==> config.mk <==
export PLATFORM = sky130hd
export DESIGN_NAME = alu_exec_sequencer
export DESIGN_NICKNAME = d
export VERILOG_FILES = /design/src/rtl/alu_exec_sequencer.sv
export SDC_FILE = /design/constraint.sdc
export NUM_CORES = 1
export LEC_CHECK = 0
export BUFFER_PORTS_ARGS = -buffer_cell sky130_fd_sc_hd__buf_2
export CAP_MARGIN = 30
export CORE_AREA = 2 2 170 172
export DETAILED_ROUTE_END_ITERATION = 16
export DIE_AREA = 0 0 172 174
export PLACE_DENSITY = 0.76
export SETUP_SLACK_MARGIN = 0.4
export SYNTH_ARGS = -nofsm -noshare
export SYNTH_HDL_FRONTEND = slang
export SYNTH_SLANG_ARGS = --single-unit
==> constraint.sdc <==
create_clock -name clk -period 5.5 [get_ports clk]
set_input_delay 1.65 -clock clk [delete_from_list [all_inputs] [get_ports clk]]
set_output_delay 1.65 -clock clk [all_outputs]
set_load 0.01 [all_outputs]
==> src/rtl/alu_exec_sequencer.sv <==
// alu_exec_sequencer
//   Multi-cycle fetch/decode/execute/writeback controller for the alu_basica
//   ALU. One instruction takes FETCH, DECODE, EXEC, WAIT, WB (5 cycles with a
//   zero-wait instruction memory).
//
// Optional feature macro: ILLEGAL_TRAP_EN
//   defined   : an instruction the ALU does not accept (no alu_result_valid in
//               WAIT) stops the core in TRAP with pc left on that instruction.
//   undefined : the instruction retires as a NOP (no write, pc+4).
//
// Ports
//   clk, resetn              clock / asynchronous active-low reset
//   start, halt_req          run control (start sampled only in IDLE)
//   imem_req/addr/ready/rdata  instruction fetch handshake (addr = pc)
//   rf_raddr1/2, rf_rdata1/2   register file read (combinational data)
//   rf_we/waddr/wdata          register file write, one-cycle strobe in WB
//   alu_valid + operands       one-cycle ALU issue
//   alu_result/next_pc/result_valid/is_jump  ALU response, one cycle after issue
//   pc, busy, trap, retired    architectural status
module alu_exec_sequencer #(
  parameter logic [31:0] RESET_PC      = 32'h0000_0000,
  parameter int unsigned FETCH_TIMEOUT = 16
) (
  input  logic        clk,
  input  logic        resetn,
  input  logic        start,
  input  logic        halt_req,
  output logic        imem_req,
  output logic [31:0] imem_addr,
  input  logic        imem_ready,
  input  logic [31:0] imem_rdata,
  output logic [4:0]  rf_raddr1,
  output logic [4:0]  rf_raddr2,
  input  logic [31:0] rf_rdata1,
  input  logic [31:0] rf_rdata2,
  output logic        rf_we,
  output logic [4:0]  rf_waddr,
  output logic [31:0] rf_wdata,
  output logic        alu_valid,
  output logic [31:0] alu_instruction,
  output logic [31:0] alu_pc,
  output logic [31:0] alu_rs1_data,
  output logic [31:0] alu_rs2_data,
  input  logic [31:0] alu_result,
  input  logic [31:0] alu_next_pc,
  input  logic        alu_result_valid,
  input  logic        alu_is_jump,
  output logic [31:0] pc,
  output logic        busy,
  output logic        trap,
  output logic [31:0] retired
);

  localparam int TW = $clog2(FETCH_TIMEOUT + 1);
  localparam logic [TW-1:0] TMO_LAST = TW'(FETCH_TIMEOUT - 1);

  typedef enum logic [2:0] {
    S_IDLE, S_FETCH, S_DECODE, S_EXEC, S_WAIT, S_WB, S_TRAP
  } state_t;

  state_t        state_q;
  logic [31:0]   pc_q, instr_q, rs1_q, rs2_q, result_q, next_pc_q, retired_q;
  logic [TW-1:0] tmo_q;
  logic          halt_q, imem_req_q, alu_valid_q, rf_we_q, busy_q, trap_q;

  logic [31:0]   pc_plus4_d;
  logic          halt_d;
  logic          unused_jump;

  assign pc_plus4_d = pc_q + 32'd4;
  // A halt request arriving in the WB cycle itself still stops the core.
  assign halt_d     = halt_q | halt_req;
  // Jump flag is informational; next-pc already carries the target.
  assign unused_jump = alu_is_jump;

  always_ff @(posedge clk or negedge resetn) begin
    if (!resetn) begin
      state_q     <= S_IDLE;
      pc_q        <= RESET_PC;
      instr_q     <= '0;
      rs1_q       <= '0;
      rs2_q       <= '0;
      result_q    <= '0;
      next_pc_q   <= '0;
      retired_q   <= '0;
      tmo_q       <= '0;
      halt_q      <= 1'b0;
      imem_req_q  <= 1'b0;
      alu_valid_q <= 1'b0;
      rf_we_q     <= 1'b0;
      busy_q      <= 1'b0;
      trap_q      <= 1'b0;
    end else begin
      // One-cycle strobes fall back to 0 unless re-armed below.
      alu_valid_q <= 1'b0;
      rf_we_q     <= 1'b0;

      if (state_q != S_IDLE && state_q != S_TRAP && halt_req)
        halt_q <= 1'b1;

      case (state_q)
        S_IDLE: begin
          if (start) begin
            state_q    <= S_FETCH;
            imem_req_q <= 1'b1;
            busy_q     <= 1'b1;
            tmo_q      <= '0;
            halt_q     <= halt_req;
          end
        end

        S_FETCH: begin
          if (imem_ready) begin
            instr_q    <= imem_rdata;
            imem_req_q <= 1'b0;
            state_q    <= S_DECODE;
          end else if (tmo_q == TMO_LAST) begin
            imem_req_q <= 1'b0;
            busy_q     <= 1'b0;
            trap_q     <= 1'b1;
            state_q    <= S_TRAP;
          end else begin
            tmo_q <= tmo_q + 1'b1;
          end
        end

        S_DECODE: begin
          rs1_q       <= rf_rdata1;
          rs2_q       <= rf_rdata2;
          alu_valid_q <= 1'b1;
          state_q     <= S_EXEC;
        end

        S_EXEC: state_q <= S_WAIT;

        S_WAIT: begin
          if (alu_result_valid) begin
            result_q  <= alu_result;
            next_pc_q <= alu_next_pc;
            rf_we_q   <= (instr_q[11:7] != 5'd0);
            state_q   <= S_WB;
          end else begin
`ifdef ILLEGAL_TRAP_EN
            busy_q  <= 1'b0;
            trap_q  <= 1'b1;
            state_q <= S_TRAP;
`else
            // Unsupported opcode retires as a NOP.
            result_q  <= '0;
            next_pc_q <= pc_plus4_d;
            state_q   <= S_WB;
`endif
          end
        end

        S_WB: begin
          pc_q      <= next_pc_q;
          retired_q <= retired_q + 32'd1;
          if (halt_d) begin
            halt_q  <= 1'b0;
            busy_q  <= 1'b0;
            state_q <= S_IDLE;
          end else begin
            imem_req_q <= 1'b1;
            tmo_q      <= '0;
            state_q    <= S_FETCH;
          end
        end

        S_TRAP: ; // leaves only through reset

        default: state_q <= S_IDLE;
      endcase
    end
  end

  assign imem_req        = imem_req_q;
  assign imem_addr       = pc_q;
  assign rf_raddr1       = instr_q[19:15];
  assign rf_raddr2       = instr_q[24:20];
  assign rf_we           = rf_we_q;
  assign rf_waddr        = instr_q[11:7];
  assign rf_wdata        = result_q;
  assign alu_valid       = alu_valid_q;
  assign alu_instruction = instr_q;
  assign alu_pc          = pc_q;
  assign alu_rs1_data    = rs1_q;
  assign alu_rs2_data    = rs2_q;
  assign pc              = pc_q;
  assign busy            = busy_q;
  assign trap            = trap_q;
  assign retired         = retired_q;

endmodule

==> results of run 1 <==
-- metrics by stage --
stage / utilization (%) / worst slack (ps) / cells / area [um^2]
4_1_cts: 48.3 / 2520 / 1754 / 13700
5_1_grt: 48.4 / 2490 / 1756 / 13700
6_report: 48.4 / 2530 / 1756 / 13700
2_1_floorplan: - / 2860 / 994 / 10700
3_5_place_dp: 45.1 / 2310 / 1704 / 12700
3_3_place_gp: 45.1 / 2290 / 1703 / 12700
-- how the worst max path moves through the flow --
stage / startpoint / to / slack (ps) / cells after the start
final: alu_pc[9] / alu_pc[9] / 2530 / 1
after CTS: alu_pc[9] / alu_pc[9] / 2520 / 1
after global placement: alu_result_valid / next_pc_q[13] / 2290 / 4
after global routing: alu_pc[9] / alu_pc[9] / 2490 / 1
after floorplan: alu_result_valid / next_pc_q[19] / 2860 / 6
after detailed placement: alu_result_valid / next_pc_q[19] / 2310 / 4
-- registers in the layout, indices dropped and copies added (netlist names) --
| register | count |
|---|---|
| alu_rs2_data | 32 |
| halt_q | 1 |
| retired | 32 |
| alu_valid | 1 |
| alu_instruction | 32 |
| alu_pc | 32 |
| busy | 1 |
| state_q | 3 |
| rf_we | 1 |
| rf_wdata | 32 |
| trap | 1 |
| tmo_q | 5 |
| alu_rs1_data | 32 |
| imem_req | 1 |
| next_pc_q | 32 |
-- routing by layer --
layer	part of all wire [%]	up-vias	GRT usage, %	routed length [um]
met2	50	306	32.2	14700
met3	7.2	68	4.21	2120
li1	-	3985	-	-
met1	39	4178	22.0	11500
met4	3.8	2	8.05	1110
met5	0.044	-	0	13
-- cells by family after synthesis --
family	count (synthesis)	synth area share, %
adders and majority gates	5	0.583
AOI/OAI and AO/OA	91	4.89
DFF	238	55.5
xor gates and xnor gates	57	4.65
and+or+nand+nor	368	16.1
muxes	100	10.5
buffers and inverters	135	7.76
-- area by class of cell --
cell class	count	area (um^2)	area share (%)
sequential	238	5960	43.6
multi-input combinational	621	3960	29.0
timing repair buffer	451	2320	17.0
clock buffer	39	811	5.94
tap	384	480	3.52
clock inverter	11	93.8	0.687
inverter	10	37.5	0.275
antenna	2	5.00	0.0367
-- worst reg2reg max path, delay by kind of cell, from the launching register on --
kind	cells	cell delay (ps)
buffers and inverters	1	550
DFF	1	550
muxes	1	400
and+or+nand+nor	2	1000
-- power by group --
part | leakage [nW] | switching (mW) | total (mW) | internal (mW)
sequential | 3.02 | 0.0107 | 1.78 | 1.77
combinational | 4.02 | 0.0906 | 0.162 | 0.0715
clock | 0.458 | 0.731 | 1.80 | 1.07
-- cell usage in the layout, fill, tap and decap left out, types with 2 or more instances in the layout --
cell type	instances
sky130_fd_sc_hd__o211ai_1	3
sky130_fd_sc_hd__mux2_2	96
sky130_fd_sc_hd__or2_2	3
sky130_fd_sc_hd__nand3_1	58
sky130_fd_sc_hd__inv_6	2
sky130_fd_sc_hd__nor3_2	3
sky130_fd_sc_hd__a21oi_1	28
sky130_fd_sc_hd__mux2i_1	4
sky130_fd_sc_hd__clkbuf_16	27
sky130_fd_sc_hd__o21ai_0	32
sky130_fd_sc_hd__ha_1	5
sky130_fd_sc_hd__buf_4	8
sky130_fd_sc_hd__diode_2	2
sky130_fd_sc_hd__inv_1	10
sky130_fd_sc_hd__xor2_1	31
sky130_fd_sc_hd__nand2_1	200
sky130_fd_sc_hd__nor3_4	3
sky130_fd_sc_hd__nand4_4	2
sky130_fd_sc_hd__clkinv_2	7
sky130_fd_sc_hd__and2_1	6
sky130_fd_sc_hd__nand4_1	15
sky130_fd_sc_hd__and3_1	10
sky130_fd_sc_hd__nand2b_1	4
sky130_fd_sc_hd__clkbuf_1	3
sky130_fd_sc_hd__and4_1	4
sky130_fd_sc_hd__buf_2	440
sky130_fd_sc_hd__clkbuf_8	9
sky130_fd_sc_hd__xnor2_1	26
sky130_fd_sc_hd__buf_12	2
sky130_fd_sc_hd__a21o_1	3
sky130_fd_sc_hd__nor3_1	7
sky130_fd_sc_hd__or3_1	3
sky130_fd_sc_hd__o22ai_1	14
sky130_fd_sc_hd__dfrtp_1	238
sky130_fd_sc_hd__nor2_1	40
==> results.py, run 1 <==
metrics = {
    "logic_synthesis": {
        "top_area_cell_type_share_of_the_netlist_area_pct": 55.5,
        "synth_top_area_cell": "sky130_fd_sc_hd__dfrtp_1",
        "syn_warnings": 0,
        "synth.ff_latch_count": 238,
        "synth-edff-count": 0,
        "ys_top_cells_by_area": "sky130_fd_sc_hd__dfrtp_1 56%, sky130_fd_sc_hd__mux2_2 10%, sky130_fd_sc_hd__nand2_1 7.0%, sky130_fd_sc_hd__buf_4 5.6%, sky130_fd_sc_hd__nand3_1 2.7%",
        "synth_top_flop_cell": "sky130_fd_sc_hd__dfrtp_1",
        "synth_cell_types": 49,
        "synth_seq_area_share_pct": 55.5,
        "synth_fp_nets": 1166,
        "netlist_area_um2": 10700,
        "synth.cells.most_frequent": "238 x sky130_fd_sc_hd__dfrtp_1, 201 x sky130_fd_sc_hd__nand2_1, 96 x sky130_fd_sc_hd__mux2_2",
        "synth_most_common_cell": "sky130_fd_sc_hd__dfrtp_1",
        "synth_async_sr_flop_share_pct": 100,
        "synthesis.instances": 994,
        "avgSynthCellArea_um2": 10.8,
    },
    "finish": {
        "flow.area_growth_from_synthesis_pct": 27.3,
        "layout.filler_cells": 2612,
        "fin_nets": 1521,
        "layout-drive-gt1-share_pct": 44.7,
    },
    "timing": {
        "slew-limit-headroom_pct": 38.3,
        "achievable-frequency_ghz": 0.337,
        "maxSlewViolCount": 0,
        "final_worst_path_cycle_share_pct": 53.9,
        "max_slew.worst_pin.slew_ps": 923,
        "final_sum_of_negative_setup_slack_ps": 0,
        "fin_crit_ps": 2970,
        "clock-skew-final_ps": 18.8,
        "hold_violations": 0,
        "final.hold.worst_slack_ps": 451,
        "number_of_endpoints_failing_setup_at_the_final_stage": 0,
        "grt_setup_unrepaired": "false",
    },
    "cts": {
        "cts_tree": "yes",
        "cts_resized": 0,
        "clk_pin_slew_worst_setup_hold_paths_ps": 60,
        "clockBufferDepth": 3,
        "cts.root.buffer_cell": "sky130_fd_sc_hd__clkbuf_16",
        "cts_hold_repair.buffers": 0,
        "clock-sinks": 238,
        "clk_latency_ps": 540,
        "post_cts.repair.setup_buffers": 0,
        "htree_num_levels": 1,
        "cts-buffers-inserted": 27,
    },
    "floorplan": {
        "fp.dieArea_um2": 29900,
        "floorplan.die.height_um": 174,
        "floorplan.die.width_um": 172,
        "io-pin-count": 443,
        "row_cnt": 62,
        "initial_core_utilization_pct": 38.0,
        "core-area_um2": 28200,
    },
    "power": {
        "highest_ir_drop_seen_on_vdd_v": 0.000194,
        "leakagePower_nw": 7.50,
        "power_per_cell_area_nw_per_um2": 274,
        "total_power_mw": 3.74,
    },
    "critical_path": {
        "worst_flop_to_flop_path_endpoint": "alu_rs1_data[20]",
        "critPathArrivalTime_ps": 1320,
        "crit_path_max_incr_delay_ps": 570,
        "crit_path_cell_trace": "buf_2",
        "crit_required_ps": 3850,
        "reg2reg_depth": 4,
        "path_delay_family": "flip-flops",
        "cp-start-kind": "flip-flop",
        "critPathBufInv": 1,
        "worst_setup_path_type": "reg -> out",
        "reg2reg_slack_ps": 2890,
        "endpoint_kind": "output port",
        "r2r_start": "state_q[0]",
        "timing.critical_path.slowest_stage_cell": "sky130_fd_sc_hd__dfrtp_1",
        "critical_path.max_fanout": 9,
    },
    "detailed_routing": {
        "vias": 8539,
        "antenna_left": 0,
        "drt-vias-per-instance": 4.86,
        "route.detailed.wl_per_inst_um": 16.8,
        "initialDrtViolationCount": 339,
        "post-route-drc-count": 0,
        "drt-total-wl_um": 29400,
        "first_pass_iters": 5,
    },
    "placed_design": {
        "placer_congestion": 0.805,
        "port_buffers": 441,
        "estimated_wirelength_of_the_detail_placed_design_um": 21000,
    },
    "min_path": {
        "min_delay_path_depth": 2,
        "min-delay-start": "next_pc_q[21]",
        "worst_hold_path.endpoint": "alu_pc[21]",
        "hp-class": "reg -> reg",
    },
    "global_routing": {
        "grt_pass1_vias": 8158,
        "grt_max_degree": 118,
        "gr-total-overflow": 0,
        "grt_antenna_before_repair": 3,
        "grt_first_pass_wirelength_um": 44100,
        "all_layer_gr_usage_pct": 18.6,
    },
    "flow_run": {
        "max_capacitance_violation_count": 0,
    },
    "status": {
        "outcome": "complete, no violations",
    },
}
Note: power is estimated with default switching activity, not from simulation.
==> run 2, diff against run 1 <==
- CORE_AREA: 2 2 170 172 -> 2 2 174 176
- DIE_AREA: 0 0 172 174 -> 0 0 176 178
- clock period: 5.5 -> 2.4 ns (I/O delays scaled with it)
==> run 2 against run 1 <==
Die area up 4.7%. Combinational power up 140%. Worst setup slack worse by 2100 ps. Clock power up 140%. First-iteration DRC count up 41%. Power up 140%. Sequential cell count unchanged. Non-clock buffer count up 17. Clock skew down 5.5 ps. Routed wire length up 0.42%. Via count down 0.11%. Critical path type is now reg -> reg.
==> results.py, run 2 (same netlist as run 1, synthesis figures left out) <==
metrics = {
    "timing": {
        "final_sum_of_negative_setup_slack_ps": 0,
        "maxSlewViolCount": 0,
        "hold_violations": 0,
        "timing.final.ws_setup_ps": 449,
        "grt_setup_unrepaired": "true",
        "slew-limit-headroom_pct": 63.5,
        "clock-skew-final_ps": 13.4,
        "number_of_endpoints_failing_setup_at_the_final_stage": 0,
        "achievable-frequency_ghz": 0.512,
        "max_slew.worst_pin.slew_ps": 548,
        "final_worst_path_cycle_share_pct": 81.3,
        "fin_crit_ps": 1950,
    },
    "global_routing": {
        "grt_first_pass_wirelength_um": 44100,
        "grt_antenna_before_repair": 0,
        "grt_max_degree": 68,
        "grt_pass1_vias": 8121,
        "gr-total-overflow": 0,
        "all_layer_gr_usage_pct": 17.6,
    },
    "detailed_routing": {
        "initialDrtViolationCount": 478,
        "first_pass_iters": 4,
        "post-route-drc-count": 0,
        "antenna_left": 0,
        "vias": 8530,
        "drt-vias-per-instance": 4.81,
        "drt-total-wl_um": 29600,
        "route.detailed.wl_per_inst_um": 16.7,
    },
    "critical_path": {
        "critPathArrivalTime_ps": 2360,
        "crit_required_ps": 2810,
        "worst_setup_path_type": "reg -> reg",
        "critical_path.max_fanout": 9,
        "reg2reg_depth": 6,
        "reg2reg_slack_ps": 450,
        "cp-start-kind": "flip-flop",
        "path_delay_family": "simple AND/OR/NAND/NOR gates",
        "endpoint_kind": "flip-flop",
        "crit_path_max_incr_delay_ps": 490,
        "timing.critical_path.slowest_stage_cell": "sky130_fd_sc_hd__dfrtp_1",
        "r2r_start": "alu_pc[2]",
        "crit_path_cell_trace": "ha_2, nand2_1, or3_1, o31a_1, nor3_1, o21ai_1",
        "critPathBufInv": 0,
        "worst_flop_to_flop_path_endpoint": "next_pc_q[24]",
    },
    "power": {
        "power_per_cell_area_nw_per_um2": 633,
        "seq_power_share_pct": 46.1,
        "swShare_pct": 20.9,
        "leakagePower_nw": 7.61,
        "power.net_switching_mw": 1.84,
        "clock_power_share_pct": 49.5,
        "power_frac_comb_pct": 4.4,
        "highest_ir_drop_seen_on_vdd_v": 0.000462,
        "cellInternalPower_mw": 6.99,
    },
    "floorplan": {
        "core-area_um2": 29400,
        "floorplan.die.height_um": 178,
        "floorplan.die.width_um": 176,
        "io-pin-count": 443,
        "row_cnt": 63,
        "fp.dieArea_um2": 31300,
        "initial_core_utilization_pct": 36.5,
    },
    "placed_design": {
        "placer_congestion": 0.813,
        "port_buffers": 441,
        "pre_cts_ws_ps": 164,
        "estimated_wirelength_of_the_detail_placed_design_um": 21200,
    },
    "cts": {
        "clk_pin_slew_worst_setup_hold_paths_ps": 60,
        "clockBufferDepth": 3,
        "clk_latency_ps": 530,
        "cts_tree": "yes",
        "clock-sinks": 238,
        "cts_hold_repair.buffers": 0,
        "htree_num_levels": 1,
        "cts.root.buffer_cell": "sky130_fd_sc_hd__clkbuf_16",
        "cts-buffers-inserted": 26,
    },
    "finish": {
        "layout.cells.most_common": "sky130_fd_sc_hd__buf_2",
        "postLayoutCoreUtil_pct": 47.5,
        "layout-drive-gt1-share_pct": 46.1,
        "flow.area_growth_from_synthesis_pct": 30.1,
        "diodes": 0,
        "most_frequent_cells_in_the_layout": "440 x sky130_fd_sc_hd__buf_2, 230 x sky130_fd_sc_hd__dfrtp_1, 199 x sky130_fd_sc_hd__nand2_1",
        "layout.filler_cells": 2701,
        "fin_nets": 1537,
    },
    "min_path": {
        "hp-class": "in -> async",
    },
    "status": {
        "outcome": "complete, no violations",
    },
    "flow_run": {
        "max_capacitance_violation_count": 0,
    },
}
==> run 2: how the worst max path moves through the flow <==
stage / from / to / cells past startpoint
6_report: alu_pc[2] / next_pc_q[24] / 6
5_1_grt: alu_pc[2] / next_pc_q[24] / 6
4_1_cts: alu_pc[2] / next_pc_q[24] / 6
3_3_place_gp: alu_result_valid / next_pc_q[10] / 4
2_1_floorplan: tmo_q[0] / tmo_q[3] / 8
3_5_place_dp: alu_result_valid / next_pc_q[10] / 4
==> run 2: layer usage <==
metal | wire [um] | track usage [%] | up-vias | part of all wire [%]
met4 | 559 | 4.27 | 0 | 1.9
met1 | 11800 | 21.6 | 4187 | 40
met3 | 1750 | 3.24 | 38 | 5.9
li1 | - | - | 4012 | -
met2 | 15400 | 32.1 | 293 | 52
met5 | 0 | 0 | - | 0
==> run 2: timing repair <==
item | CTS | global route
gates resized for setup | 4 | 8
setup endpoints to repair | 38 | 51
pin swaps | 0 | 0
buffers inserted | 0 | 4
==> run 2: layout make-up <==
cell class                 instances  area, um^2  share of cell area [%]
clock inverter                     9         185                    1.33
multi-input combinational        621        3960                    28.4
inverter                          10        37.5                   0.269
sequential                       238        5970                    42.8
timing repair buffer             468        2540                    18.2
tap                              390         488                    3.50
clock buffer                      36         768                    5.51
==> run 2: power by group through the flow <==
stage / clock network (mW) / registers, mW / logic, mW
after floorplan: 0 / 4.16 / 0.0930
after global placement: 0 / 4.15 / 0.386
after detailed placement: 0 / 4.15 / 0.394
after CTS: 4.49 / 4.08 / 0.396
after global routing: 4.66 / 4.08 / 0.429
final: 4.37 / 4.08 / 0.386
==> run 2: worst register-to-register path, stage by stage (launching register included) <==
cell and delay, ps:
sky130_fd_sc_hd__dfrtp_1 490, sky130_fd_sc_hd__ha_2 300, sky130_fd_sc_hd__nand2_1 130, sky130_fd_sc_hd__or3_1 450
sky130_fd_sc_hd__o31a_1 260, sky130_fd_sc_hd__nor3_1 130, sky130_fd_sc_hd__o21ai_1 70
==> run 2: metrics by stage <==
step	hold slack [ps]	power, mW	std cells	instance area, um^2
CTS	103	8.97	1768	13900
finish	111	8.84	1772	14000
floorplan	424	4.25	994	10700
global route	122	9.17	1772	14000
global placement	443	4.53	1723	13000
detailed placement	451	4.54	1723	13000
